<file path="config.mk">
export PLATFORM = sky130hd
export DESIGN_NAME = mmm_bit_serial
export DESIGN_NICKNAME = d
export VERILOG_FILES = /design/src/rtl/rsa_pkg.sv /design/src/rtl/mmm_iter_step.sv /design/src/rtl/mmm_bit_serial.sv
export SDC_FILE = /design/constraint.sdc
export NUM_CORES = 1
export LEC_CHECK = 0
export BUFFER_PORTS_ARGS = -buffer_cell sky130_fd_sc_hd__buf_2
export CAP_MARGIN = 20
export CORE_ASPECT_RATIO = 0.7
export CORE_MARGIN = 4
export CORE_UTILIZATION = 45
export CTS_CLUSTER_DIAMETER = 150
export DETAILED_ROUTE_END_ITERATION = 8
export GPL_ROUTABILITY_DRIVEN = 0
export GPL_TIMING_DRIVEN = 0
export SYNTH_ARGS = -nofsm -noshare
export SYNTH_HDL_FRONTEND = slang
export SYNTH_HIERARCHICAL = 1
export SYNTH_SLANG_ARGS = --single-unit
</file>
<file path="constraint.sdc">
create_clock -name clk -period 3.4 [get_ports clk]
set_input_delay 0.51 -clock clk [delete_from_list [all_inputs] [get_ports clk]]
set_output_delay 0.51 -clock clk [all_outputs]
set_load 0.01 [all_outputs]
</file>
<file path="src/rtl/rsa_pkg.sv">
// Shared types for the RSA datapath blocks: Montgomery multiplier state encoding.
package rsa_pkg;

  typedef enum logic [1:0] {
    ST_IDLE = 2'd0,
    ST_ITER = 2'd1,
    ST_SUB  = 2'd2
  } mmm_state_e;

endpackage : rsa_pkg

</file>
<file path="src/rtl/mmm_iter_step.sv">
// One radix-2 Montgomery iteration: R' = (R + a*B + q*M) >> 1, with q chosen so the sum is even.
module mmm_iter_step
  import rsa_pkg::*;
#(
  parameter int WIDTH = 8
) (
  input  logic [WIDTH+1:0] r,
  input  logic             a_bit,
  input  logic [WIDTH-1:0] b,
  input  logic [WIDTH-1:0] m,
  output logic [WIDTH+1:0] r_next
);

  logic             q_s;
  logic [WIDTH+1:0] add_b_s;
  logic [WIDTH+1:0] add_m_s;
  logic [WIDTH+1:0] sum_s;

  assign q_s     = r[0] ^ (a_bit & b[0]);
  assign add_b_s = a_bit ? {2'b00, b} : {(WIDTH+2){1'b0}};
  assign add_m_s = q_s   ? {2'b00, m} : {(WIDTH+2){1'b0}};
  // With R < 2M and B < M the sum stays below 4M, so WIDTH+2 bits never overflow.
  assign sum_s   = r + add_b_s + add_m_s;
  assign r_next  = {1'b0, sum_s[WIDTH+1:1]};

endmodule : mmm_iter_step

</file>
<file path="src/rtl/mmm_bit_serial.sv">
// Bit-serial Montgomery multiplier: p_out = A*B*2^-WIDTH mod M in WIDTH+1 enabled cycles.
// Optional operand checking is enabled by defining MMM_OPERAND_CHECK_EN.
module mmm_bit_serial
  import rsa_pkg::*;
#(
  parameter int WIDTH = 8
) (
  input  logic             clk,
  input  logic             rstb,
  input  logic             ena,
  input  logic             clear,
  input  logic             start,
  input  logic [WIDTH-1:0] a_in,
  input  logic [WIDTH-1:0] b_in,
  input  logic [WIDTH-1:0] m_in,
  output logic             busy,
  output logic             done,
  output logic [WIDTH-1:0] p_out,
  output logic             err
);

  localparam int CW = $clog2(WIDTH + 1);
  localparam logic [CW-1:0] CNT_LAST = CW'(WIDTH - 1);

  mmm_state_e       state_r;
  logic [WIDTH-1:0] a_r;
  logic [WIDTH-1:0] b_r;
  logic [WIDTH-1:0] m_r;
  logic [WIDTH+1:0] r_r;
  logic [CW-1:0]    cnt_r;
  logic [WIDTH-1:0] p_out_r;
  logic             done_r;
  logic             err_r;
  logic             bad_r;

  logic [WIDTH+1:0] r_next_s;
  logic [WIDTH+1:0] r_sub_s;
  logic             r_ge_m_s;
  logic             illegal_s;

  mmm_iter_step #(
    .WIDTH (WIDTH)
  ) u_step (
    .r      (r_r),
    .a_bit  (a_r[0]),
    .b      (b_r),
    .m      (m_r),
    .r_next (r_next_s)
  );

  assign r_ge_m_s = (r_r >= {2'b00, m_r});
  assign r_sub_s  = r_r - {2'b00, m_r};

`ifdef MMM_OPERAND_CHECK_EN
  assign illegal_s = ~m_in[0] | (a_in >= m_in) | (b_in >= m_in);
`else
  assign illegal_s = 1'b0;
`endif

  // Control FSM, datapath registers and registered outputs.
  always_ff @(posedge clk) begin
    if (!rstb) begin
      state_r <= ST_IDLE;
      a_r     <= {WIDTH{1'b0}};
      b_r     <= {WIDTH{1'b0}};
      m_r     <= {WIDTH{1'b0}};
      r_r     <= {(WIDTH+2){1'b0}};
      cnt_r   <= {CW{1'b0}};
      p_out_r <= {WIDTH{1'b0}};
      done_r  <= 1'b0;
      err_r   <= 1'b0;
      bad_r   <= 1'b0;
    end else if (ena) begin
      if (!clear) begin
        state_r <= ST_IDLE;
        r_r     <= {(WIDTH+2){1'b0}};
        cnt_r   <= {CW{1'b0}};
        done_r  <= 1'b0;
        err_r   <= 1'b0;
        bad_r   <= 1'b0;
      end else begin
        done_r <= 1'b0;
        err_r  <= 1'b0;
        case (state_r)
          ST_IDLE: begin
            if (start) begin
              a_r     <= a_in;
              b_r     <= b_in;
              m_r     <= m_in;
              r_r     <= {(WIDTH+2){1'b0}};
              cnt_r   <= {CW{1'b0}};
              bad_r   <= illegal_s;
              // Rejected operands skip the iterations and report on the next edge.
              state_r <= illegal_s ? ST_SUB : ST_ITER;
            end
          end
          ST_ITER: begin
            r_r   <= r_next_s;
            a_r   <= {1'b0, a_r[WIDTH-1:1]};
            cnt_r <= cnt_r + {{(CW-1){1'b0}}, 1'b1};
            if (cnt_r == CNT_LAST) begin
              state_r <= ST_SUB;
            end
          end
          ST_SUB: begin
            done_r <= 1'b1;
            if (bad_r) begin
              err_r <= 1'b1;
            end else if (r_ge_m_s) begin
              p_out_r <= r_sub_s[WIDTH-1:0];
            end else begin
              p_out_r <= r_r[WIDTH-1:0];
            end
            bad_r   <= 1'b0;
            state_r <= ST_IDLE;
          end
          default: begin
            state_r <= ST_IDLE;
          end
        endcase
      end
    end
  end

  assign busy  = (state_r != ST_IDLE);
  assign done  = done_r;
  assign p_out = p_out_r;
  assign err   = err_r;

endmodule : mmm_bit_serial
</file>
==> impl_metrics.json, run 1 <==
{
  "outcome": "finished clean",
  "synth_flop_cell": "dfxtp_1",
  "slew_headroom_pct": 53.2,
  "overflow": 0,
  "die_x_um": 106,
  "maxSlewViolCount": 0,
  "ios": 40,
  "min_path_type": "input pin to flop",
  "first_iter_violations": 119,
  "grt_pass1_vias": 2242,
  "numCtsBuffers": 5,
  "skew_ns": 0.0103,
  "h-tree-depth": 2,
  "avgSynthCellArea_sq_um": 8.59,
  "num_antenna_cells": 0,
  "areaGrowthSynthToFinish_pct": 13.9,
  "cts_root_buf": "clkbuf_8",
  "die_area_sq_mm": 0.00814,
  "fmaxAchievable_ghz": 0.315,
  "vias": 2396,
  "worstSetupEndpointType": "flop",
  "ys_top_cells_by_area": "dfxtp_1 32%, ha_1 7.4%, mux2i_1 6.9%",
  "clk_pin_slew_worst_paths_ns": 0.10,
  "initial_core_util_pct": 47.4,
  "viasPerCell": 4.89,
  "path_buf_inv": 1,
  "cts.sinks": 49,
  "yosysTopAreaCellShare_pct": 32.3,
  "path_class": "flop to flop",
  "hold_viol": 0,
  "yosysSeqAreaShare_pct": 32.3,
  "antenna_found_initial": 0,
  "firstDrtPassIters": 4,
  "slowest_stage": "fa_1",
  "synthCells": 353,
  "antenna_left": 0,
  "cp_data_arrival_time_ns": 3.38,
  "max_stage_delay_ns": 0.48,
  "tightest_slew_ns": 0.700,
  "critPathTopFamily": "adder cells",
  "critPathRequiredTime_ns": 3.61,
  "power_w": 0.00118,
  "syn-cell-area_sq_mm": 0.00303,
  "final_nets": 454,
  "syn_nets": 409,
  "ys_ff_latch": 49,
  "clock_latency_ns": 0.31,
  "fillCellCount": 620,
  "synth.distinct_cells": 50,
  "portBuffers": 38,
  "maxCapViolations": 0,
  "path_max_fanout": 9,
  "final_layout_size_suffix_gt1_share_pct": 18.0,
  "cts_setup_buffers": 0,
  "cts_tree": "built",
  "wl_mm": 6.94,
  "wire_per_inst_um": 14.2,
  "grt_setup_unrepaired": "no",
  "die_h_um": 76.7,
  "ir_drop_v": 0.000158,
  "p_per_area_mw_per_mm2": 342,
  "fp-row-count": 24,
  "finalSetupTns_ns": 0,
  "synth_warnings": 6,
  "power.leakage_nw": 1.49,
  "finalSetupViolCount": 0,
  "grt_pass1_wl_mm": 11.3,
  "cp_cell_sequence": "and2_1 -> ha_1 -> and2_1 -> fa_1 -> ha_1 -> inv_1 -> fa_1 -> nand2b_1 -> a21oi_2 -> a31oi_1 -> xnor2_1 -> mux2i_1 -> nor2_1",
  "hpwlAfterDp_mm": 5.48,
  "grt_max_degree": 16,
  "clockBufferDepth": 2,
  "yosysTopAreaCell": "dfxtp_1",
  "drc": 0,
  "startpoint_type": "flop",
  "synth_common_cells": "49 x dfxtp_1, 42 x nand2_1, 36 x a21oi_1, 36 x nor2_1",
  "synth_edf_count": 0,
  "async_flop_share_pct": 0,
  "period_minus_slack_ns": 3.18,
  "post-route-period-util_pct": 93.5,
  "grt_usage_pct": 17.4,
  "synth.most_common_cell": "dfxtp_1",
  "core_area_sq_mm": 0.00640
}
==> placed cells by master (no fill, tap or decap), types with 2 or more instances in the layout <==
cell      Yosys  routed
a21oi_1      36      35
nand2b_1      4       4
a211oi_1     10      10
inv_1        21      21
or3_1         2       2
and2_1       13      13
nand2_1      42      42
nor2_1       36      36
o21bai_1      3       3
o221ai_1      3       3
o21ai_1       2       2
nand2_2       4       4
nor2b_1       5       5
nand3b_1      2       2
o21ai_2       2       2
clkbuf_8      0       5
ha_1         18      18
nand4_1       4       4
fa_1          9       9
clkbuf_1      4       5
a21o_1        3       3
buf_6         5       5
dfxtp_1      49      48
conb_1        2       2
a31oi_1       3       3
buf_2         2      40
xnor2_1       8       8
xor2_1        5       5
nand3_1       2       2
buf_4         4       4
mux2i_1      21      21
nand4b_1      2       2
o21ai_0       9       9
==> power breakdown <==
part	switching, W	leakage, nW	internal (W)
clock	0.000205	0.0554	0.000221
combinational	0.0000857	1.04	0.0000703
sequential	0.0000123	0.397	0.000588
==> final cells by class <==
type	instances	area [sq um]	share of cell area [%]
Tap cell	91	114	3.30
Clock inverter	2	38.8	1.12
Clock buffer	6	72.6	2.10
Buffer	15	111	3.22
Multi-Input combinational cell	268	1870	54.0
Sequential cell	49	982	28.4
Timing Repair Buffer	38	190	5.51
Inverter	21	78.8	2.28
==> layer usage <==
layer / GRT usage (%) / wire (um)
met5: 0 / 0
met4: 4.27 / 77
met3: 3.78 / 238
met2: 21.4 / 2520
met1: 29.1 / 4100
==> repair_timing <==
item                       in CTS  in global routing
resized for setup               0                  2
hold buffers                    0                  0
setup endpoints to repair       0                  3
==> flip-flops by register name (all words and copies together) (netlist names) <==
name	cells
state_r	2
m_r	8
a_r	8
cnt_r	4
r_r	10
p_out	8
b_r	8
done	1
==> worst reg2reg max path, stage by stage, from the launching register on <==
cell	delay [ns]
dfxtp_2	0.36
and2_1	0.17
ha_1	0.38
and2_1	0.19
fa_1	0.48
ha_1	0.20
inv_1	0.07
fa_1	0.39
nand2b_1	0.18
a21oi_2	0.20
a31oi_1	0.13
xnor2_1	0.15
mux2i_1	0.13
nor2_1	0.05
==> through the flow <==
step                      setup slack, ns  utilization (%)  hold slack [ns]  cell area (sq um)  cells
after floorplan                     0.478                -            0.432               3030    353
after global placement              0.127             52.2            0.441               3340    482
after detailed placement           0.0991             52.2            0.445               3340    482
after CTS                          0.0773             53.9            0.417               3450    490
after global routing               0.0229             54.0            0.403               3450    490
final                               0.222             54.0            0.426               3450    490
==> worst paths after layout <==
kind / cells after the start / slack (ns) / startpoint / to
worst max register to register: 13 / 0.22 / a_r[0] / r_r[6]
worst min-delay path: 3 / 0.43 / m_in[5] / m_r[5]
worst min register to register: 2 / 0.46 / b_r[0] / b_r[0]
worst max-delay path: 13 / 0.22 / a_r[0] / r_r[6]
==> kinds of logic (layout without fill, tap and decap cells) <==
| kind of cell | Yosys count | in the layout | synth area share, % |
|---|---|---|---|
| and+or+nand+nor | 125 | 125 | 20.3 |
| DFF | 49 | 49 | 32.3 |
| xor gates and xnor gates | 13 | 13 | 3.75 |
| muxes | 22 | 22 | 7.30 |
| adders and majority gates | 27 | 27 | 13.4 |
| AOI/OAI and AO/OA | 79 | 79 | 16.5 |
| other | 2 | 2 | 0.248 |
| buffers and inverters | 36 | 82 | 6.27 |
(Power assumes the default switching activity.)
==> run 2: changes to the inputs <==
--- a/config.mk
+++ b/config.mk
@@ -5,6 +5,7 @@
 export SDC_FILE = /design/constraint.sdc
 export NUM_CORES = 1
 export LEC_CHECK = 0
+export ABC_AREA = 1
 export BUFFER_PORTS_ARGS = -buffer_cell sky130_fd_sc_hd__buf_2
 export CAP_MARGIN = 20
 export CORE_ASPECT_RATIO = 0.7
==> run 2 against run 1 <==
Net effect: wire length increased by 6.2%; clock skew decreased by 0.0043 ns; synthesized cell count increased by 31%; highest routed layer unchanged; setup slack improved by 0.019 ns; critical endpoint is now r_r[8]; count of clock-buffer cells in the layout unchanged; sequential cell count unchanged; sequential power increased by 3.3%.
==> impl_metrics.json, run 2 <==
{
  "outcome": "finished clean",
  "critPathRequiredTime_ns": 3.64,
  "setup_slack_ns": 0.242,
  "clockBufferDepth": 2,
  "grt_setup_unrepaired": "no",
  "fmaxAchievable_ghz": 0.317,
  "async_flop_share_pct": 0,
  "place_area_sq_mm": 0.00355,
  "clockPowerShare_pct": 32.2,
  "die_x_um": 109,
  "skew_ns": 0.00601,
  "path_max_fanout": 9,
  "avgSynthCellArea_sq_um": 7.02,
  "finalSetupTns_ns": 0,
  "path_common_cell": "nand2_1",
  "clk_pin_slew_worst_paths_ns": 0.10,
  "cp_cell_sequence": "nand2_1 -> inv_1 -> ha_1 -> clkbuf_1 -> nand2_1 -> inv_1 -> fa_1 -> ha_1 -> inv_1 -> fa_1 -> inv_1 -> nand2_1 -> nand2_1 -> nand3_1 -> nand2_1 -> nand2_1 -> nand2_1 -> nor2_1 -> nor3_2",
  "ys_ff_latch": 49,
  "grt_pass1_vias": 2648,
  "wire_per_inst_um": 12.3,
  "areaGrowthSynthToFinish_pct": 13.1,
  "yosysTopAreaCellShare_pct": 30.2,
  "post-route-period-util_pct": 92.9,
  "power_w": 0.00141,
  "wl_mm": 7.37,
  "layout_commonest_cell": "nand2_1",
  "syn-cell-area_sq_mm": 0.00324,
  "largest-register": "r_r",
  "hpwlAfterDp_mm": 5.87,
  "worstSetupEndpointType": "flop",
  "final_cell_area_sq_mm": 0.00367,
  "fp-row-count": 25,
  "tightest_slew_ns": 0.630,
  "mostFrequentLayoutCells": "125 x nand2_1, 70 x inv_1, 49 x dfxtp_1",
  "synth_flop_cell": "dfxtp_1",
  "grt_max_degree": 16,
  "yosysSeqAreaShare_pct": 30.2,
  "path_class": "flop to flop",
  "vias": 2876,
  "synth.distinct_cells": 35,
  "numCtsBuffers": 5,
  "final_nets": 562,
  "synthCells": 462,
  "slowest_stage": "dfxtp_1",
  "antenna_left": 0,
  "p_per_area_mw_per_mm2": 384,
  "ys_top_cells_by_area": "dfxtp_1 30%, nand2_1 14%, inv_1 8.1%",
  "antenna_found_initial": 0,
  "firstDrtPassIters": 4,
  "p_seq_share_pct": 44.0,
  "largest_reg_flops": 10,
  "power.leakage_nw": 1.88,
  "maxSlewViolCount": 0,
  "switching_power_w": 0.000442,
  "fillCellCount": 704,
  "first_iter_violations": 114,
  "ios": 40,
  "die_area_sq_mm": 0.00865,
  "slew_headroom_pct": 58.0,
  "core_area_sq_mm": 0.00688,
  "synth_edf_count": 0,
  "grt_pass1_wl_mm": 12.2,
  "place_ws_ns": 0.184,
  "p_comb_share_pct": 23.8,
  "maxCapViolations": 0,
  "min_path_type": "input pin to flop",
  "overflow": 0,
  "cp_data_arrival_time_ns": 3.40,
  "finalSetupViolCount": 0,
  "startpoint_type": "flop",
  "cts_root_buf": "clkbuf_8",
  "synth.most_common_cell": "nand2_1",
  "period_minus_slack_ns": 3.16,
  "grt_usage_pct": 17.8,
  "cts.sinks": 49,
  "swShare_pct": 31.3,
  "yosysTopAreaCell": "dfxtp_1",
  "ir_drop_v": 0.000175,
  "num_antenna_cells": 0,
  "hold_viol": 0,
  "clock_latency_ns": 0.31,
  "portBuffers": 38,
  "critPathTopFamily": "adder cells",
  "syn_nets": 518,
  "ctsHoldBuffers": 0,
  "synth_warnings": 6,
  "drc": 0,
  "final_layout_size_suffix_gt1_share_pct": 18.3,
  "synth_common_cells": "125 x nand2_1, 70 x inv_1, 49 x dfxtp_1, 36 x nor2_1, 28 x a21oi_1",
  "viasPerCell": 4.79,
  "power.internal_w": 0.000968,
  "cts_tree": "built",
  "path_buf_inv": 5,
  "max_stage_delay_ns": 0.50,
  "initial_core_util_pct": 47.1,
  "die_h_um": 79.0,
  "h-tree-depth": 2
}
-- run 2: worst reg2reg max path, stage by stage, from the launching register on --
cell and delay (ns):
dfxtp_1 0.50, nand2_1 0.09, inv_1 0.06, ha_1 0.21
clkbuf_1 0.21, nand2_1 0.10, inv_1 0.05, fa_1 0.49
ha_1 0.20, inv_1 0.06, fa_1 0.41, inv_1 0.07
nand2_1 0.05, nand2_1 0.09, nand3_1 0.11, nand2_1 0.08
nand2_1 0.04, nand2_1 0.05, nor2_1 0.05, nor3_2 0.16
-- run 2: path summary, 6_finish.rpt --
path	startpoint	end	slack [ns]	depth (start not counted)
max	a_r[0]	r_r[8]	0.24	19
min	b_in[4]	b_r[4]	0.44	3
max reg2reg	a_r[0]	r_r[8]	0.24	19
min reg2reg	done	done	0.47	2
-- run 2: power groups by stage --
stage | clock [W] | combinational (W) | sequential [W]
6_report | 0.000454 | 0.000336 | 0.000620
5_1_grt | 0.000490 | 0.000381 | 0.000624
4_1_cts | 0.000465 | 0.000339 | 0.000619
3_5_place_dp | 0 | 0.000337 | 0.000632
3_3_place_gp | 0 | 0.000332 | 0.000632
2_1_floorplan | 0 | 0.000260 | 0.000628
-- run 2: kinds of logic (layout without fill, tap and decap cells) --
| family | count (synthesis) | in the layout | synth area share [%] |
|---|---|---|---|
| flops | 49 | 49 | 30.2 |
| simple gates | 221 | 221 | 31.3 |
| fa+ha+maj | 27 | 27 | 12.5 |
| xor+xnor | 7 | 7 | 1.89 |
| buf+inv | 91 | 136 | 11.7 |
| compound gates | 65 | 65 | 12.2 |
| other cells | 2 | 2 | 0.232 |
-- run 2: routing by layer --
layer | track usage [%] | vias to the layer above | wire [um] | share of wire (%)
li1 | - | 1532 | - | -
met1 | 26.6 | 1284 | 3870 | 53
met2 | 26.9 | 55 | 3140 | 43
met3 | 3.33 | 5 | 317 | 4.3
met4 | 2.99 | 0 | 40 | 0.54
met5 | 0 | - | 0 | 0
-- run 2: cell type report --
type	instances	area, sq um	share of cell area [%]
clock inverters	2	37.5	1.02
multi-input cells	322	1880	51.4
repair buffers	38	190	5.19
flip-flops and latches	49	981	26.7
plain buffers	17	100	2.73
well taps	94	118	3.21
inverters	73	274	7.47
clock buffers	6	82.6	2.25
-- run 2: timing repair --
action | CTS | global route
resized for setup | 0 | 0
endpoints found under the setup margin | 0 | 3
buffers inserted | 0 | 0
-- run 2: metrics by stage --
step | util (%) | instances | hold WS [ns]
after floorplan | - | 462 | 0.445
after global placement | 51.6 | 594 | 0.449
after detailed placement | 51.6 | 594 | 0.455
after CTS | 53.3 | 602 | 0.439
after global routing | 53.3 | 601 | 0.429
final | 53.3 | 601 | 0.442
==> run 3: changes to the inputs <==
--- a/config.mk
+++ b/config.mk
@@ -10,11 +10,12 @@
 export CAP_MARGIN = 20
 export CORE_ASPECT_RATIO = 0.7
 export CORE_MARGIN = 4
-export CORE_UTILIZATION = 45
+export CORE_UTILIZATION = 59
 export CTS_CLUSTER_DIAMETER = 150
 export DETAILED_ROUTE_END_ITERATION = 8
 export GPL_ROUTABILITY_DRIVEN = 0
 export GPL_TIMING_DRIVEN = 0
+export PLACE_DENSITY = 0.92
 export SYNTH_ARGS = -nofsm -noshare
 export SYNTH_HDL_FRONTEND = slang
 export SYNTH_HIERARCHICAL = 1
==> run 3 against run 2 <==
Net effect: non-clock buffer count unchanged; fmax increased by 0.32%; first-iteration DRC count increased by 44%; register-to-register slack about the same; total power shrank 6.7%; combinational power increased by 2%; final area shrank 1.6%; core utilization up 15 points; critical endpoint is now r_r[4].
==> impl_metrics.json, run 3 (synthesis results as in run 2) <==
{
  "path_class": "flop to flop",
  "skew_ns": 0.00383,
  "slowest_stage": "fa_1",
  "whs_path_depth": 3,
  "slew_headroom_pct": 56.6,
  "numCtsBuffers": 5,
  "overflow": 0,
  "p_per_area_mw_per_mm2": 365,
  "layout_commonest_cell": "nand2_1",
  "wl_mm": 7.66,
  "h-tree-depth": 2,
  "hold_end": "b_r[5]",
  "cts_resized": 0,
  "min-delay-start": "b_in[5]",
  "firstDrtPassIters": 5,
  "mostFrequentLayoutCells": "125 x nand2_1, 70 x inv_1, 48 x dfxtp_1",
  "rr_worst_depth": 17,
  "worstSetupEndpointType": "flop",
  "regArea_sq_um": 982,
  "tightest_slew_ns": 0.650,
  "wire_per_inst_um": 13.2,
  "grt_usage_pct": 23.1,
  "fmaxAchievable_ghz": 0.318,
  "antenna_found_initial": 0,
  "ctsHoldBuffers": 0,
  "portBuffers": 38,
  "path_common_cell": "nand2_1",
  "antenna_left": 0,
  "cts_root_buf": "clkbuf_8",
  "grt_pass1_vias": 2916,
  "vias": 3060,
  "period_minus_slack_ns": 3.15,
  "critPathRequiredTime_ns": 3.62,
  "cts_tree": "built",
  "first_iter_violations": 164,
  "clockBufferDepth": 2,
  "fp-row-count": 22,
  "largest_reg_flops": 10,
  "r2r_end": "r_r[4]",
  "die_x_um": 96.6,
  "post-route-period-util_pct": 92.6,
  "outcome": "finished clean",
  "finalSetupViolCount": 0,
  "core_area_sq_mm": 0.00529,
  "cts.sinks": 49,
  "hpwlAfterDp_mm": 6.09,
  "grt_max_degree": 16,
  "initial_core_util_pct": 61.4,
  "multi_input_area_sq_mm": 0.00188,
  "startpoint_type": "flop",
  "fillCellCount": 465,
  "largest-register": "r_r",
  "r2r_start": "a_r[0]",
  "clk_pin_slew_worst_paths_ns": 0.09,
  "finalNonFillerCells": 579,
  "die_area_sq_mm": 0.00677,
  "reg2reg_slack_ns": 0.25,
  "clock_latency_ns": 0.31,
  "maxSlewViolCount": 0,
  "viasPerCell": 5.28,
  "hold_viol": 0,
  "cp_data_arrival_time_ns": 3.37,
  "grt_setup_unrepaired": "no",
  "place_ws_ns": 0.0987,
  "setup_slack_ns": 0.252,
  "path_max_fanout": 9,
  "final_nets": 562,
  "cp_cell_sequence": "nand2_1 -> inv_1 -> ha_1 -> clkbuf_1 -> nand2_1 -> inv_1 -> fa_1 -> ha_1 -> inv_1 -> fa_1 -> inv_1 -> nand2_1 -> nand2_1 -> nand2_1 -> xnor2_1 -> nor2_1 -> nor3_1",
  "power.leakage_nw": 1.86,
  "die_h_um": 70.0,
  "grt_pass1_wl_mm": 13.0,
  "min_path_type": "input pin to flop",
  "drc": 0,
  "maxCapViolations": 0,
  "ios": 40,
  "num_antenna_cells": 0,
  "cts_setup_buffers": 0,
  "areaGrowthSynthToFinish_pct": 11.3,
  "ir_drop_v": 0.000195,
  "finalSetupTns_ns": 0,
  "max_stage_delay_ns": 0.51,
  "final_layout_size_suffix_gt1_share_pct": 18.3,
  "dp_cells": 572
}
run 3: cell types whose count changed in the layout (fill, tap and decap cells not counted):
cell	previous run	this run
bufinv_16	1	0
clkbuf_1	4	5
clkbuf_8	6	5
dfxtp_2	0	1
clkinvlp_4	1	2
dfxtp_1	49	48
run 3: worst max-delay path: cells and delay by family, from the launching register on:
| kind | cells | cell delay [ns] |
|---|---|---|
| adder cells (fa/ha/maj) | 4 | 1.32 |
| AND/OR/NAND/NOR | 7 | 0.70 |
| buffers and inverters | 5 | 0.45 |
| flip-flops | 1 | 0.44 |
| XOR/XNOR | 1 | 0.16 |
run 3: worst max path at each step:
| stage | startpoint | end | slack (ns) | cells after the start |
|---|---|---|---|---|
| 3_3_place_gp | a_r[0] | r_r[8] | 0.19 | 20 |
| 5_1_grt | a_r[0] | r_r[8] | 0.1 | 19 |
| 2_1_floorplan | a_r[0] | r_r[8] | 0.56 | 20 |
| 6_report | a_r[0] | r_r[4] | 0.25 | 17 |
| 3_5_place_dp | a_r[0] | r_r[6] | 0.1 | 20 |
| 4_1_cts | a_r[0] | r_r[4] | 0.05 | 18 |
run 3: power breakdown:
| group | internal (W) | switching (W) | total [W] | leakage, nW |
|---|---|---|---|---|
| logic | 0.000129 | 0.000215 | 0.000344 | 1.43 |
| registers | 0.000600 | 0.0000211 | 0.000621 | 0.399 |
| clock network | 0.000145 | 0.000206 | 0.000351 | 0.0374 |
| total | 0.000874 | 0.000441 | 0.00132 | 1.86 |
run 3: area by class of cell:
class	instances	share of cell area [%]
Multi-Input combinational cell	322	52.2
Sequential cell	49	27.2
Inverter	73	7.59
Timing Repair Buffer	38	5.27
Buffer	17	2.77
Tap cell	72	2.50
Clock buffer	6	2.01
Clock inverter	2	0.416
run 3: metrics by stage:
stage	instance area (sq um)	util [%]	total power, W	hold slack [ns]
final	3610	68.3	0.00132	0.440
after floorplan	3240	-	0.000888	0.445
after detailed placement	3520	66.7	0.000971	0.460
after global routing	3610	68.3	0.00139	0.449
after global placement	3520	66.7	0.000954	0.447
after CTS	3610	68.3	0.00132	0.433
run 3: metal layers:
metal	routed length [um]	track usage, %
met2	3610	39.3
met1	3420	29.8
met3	516	4.79
met5	0	0
met4	112	6.39
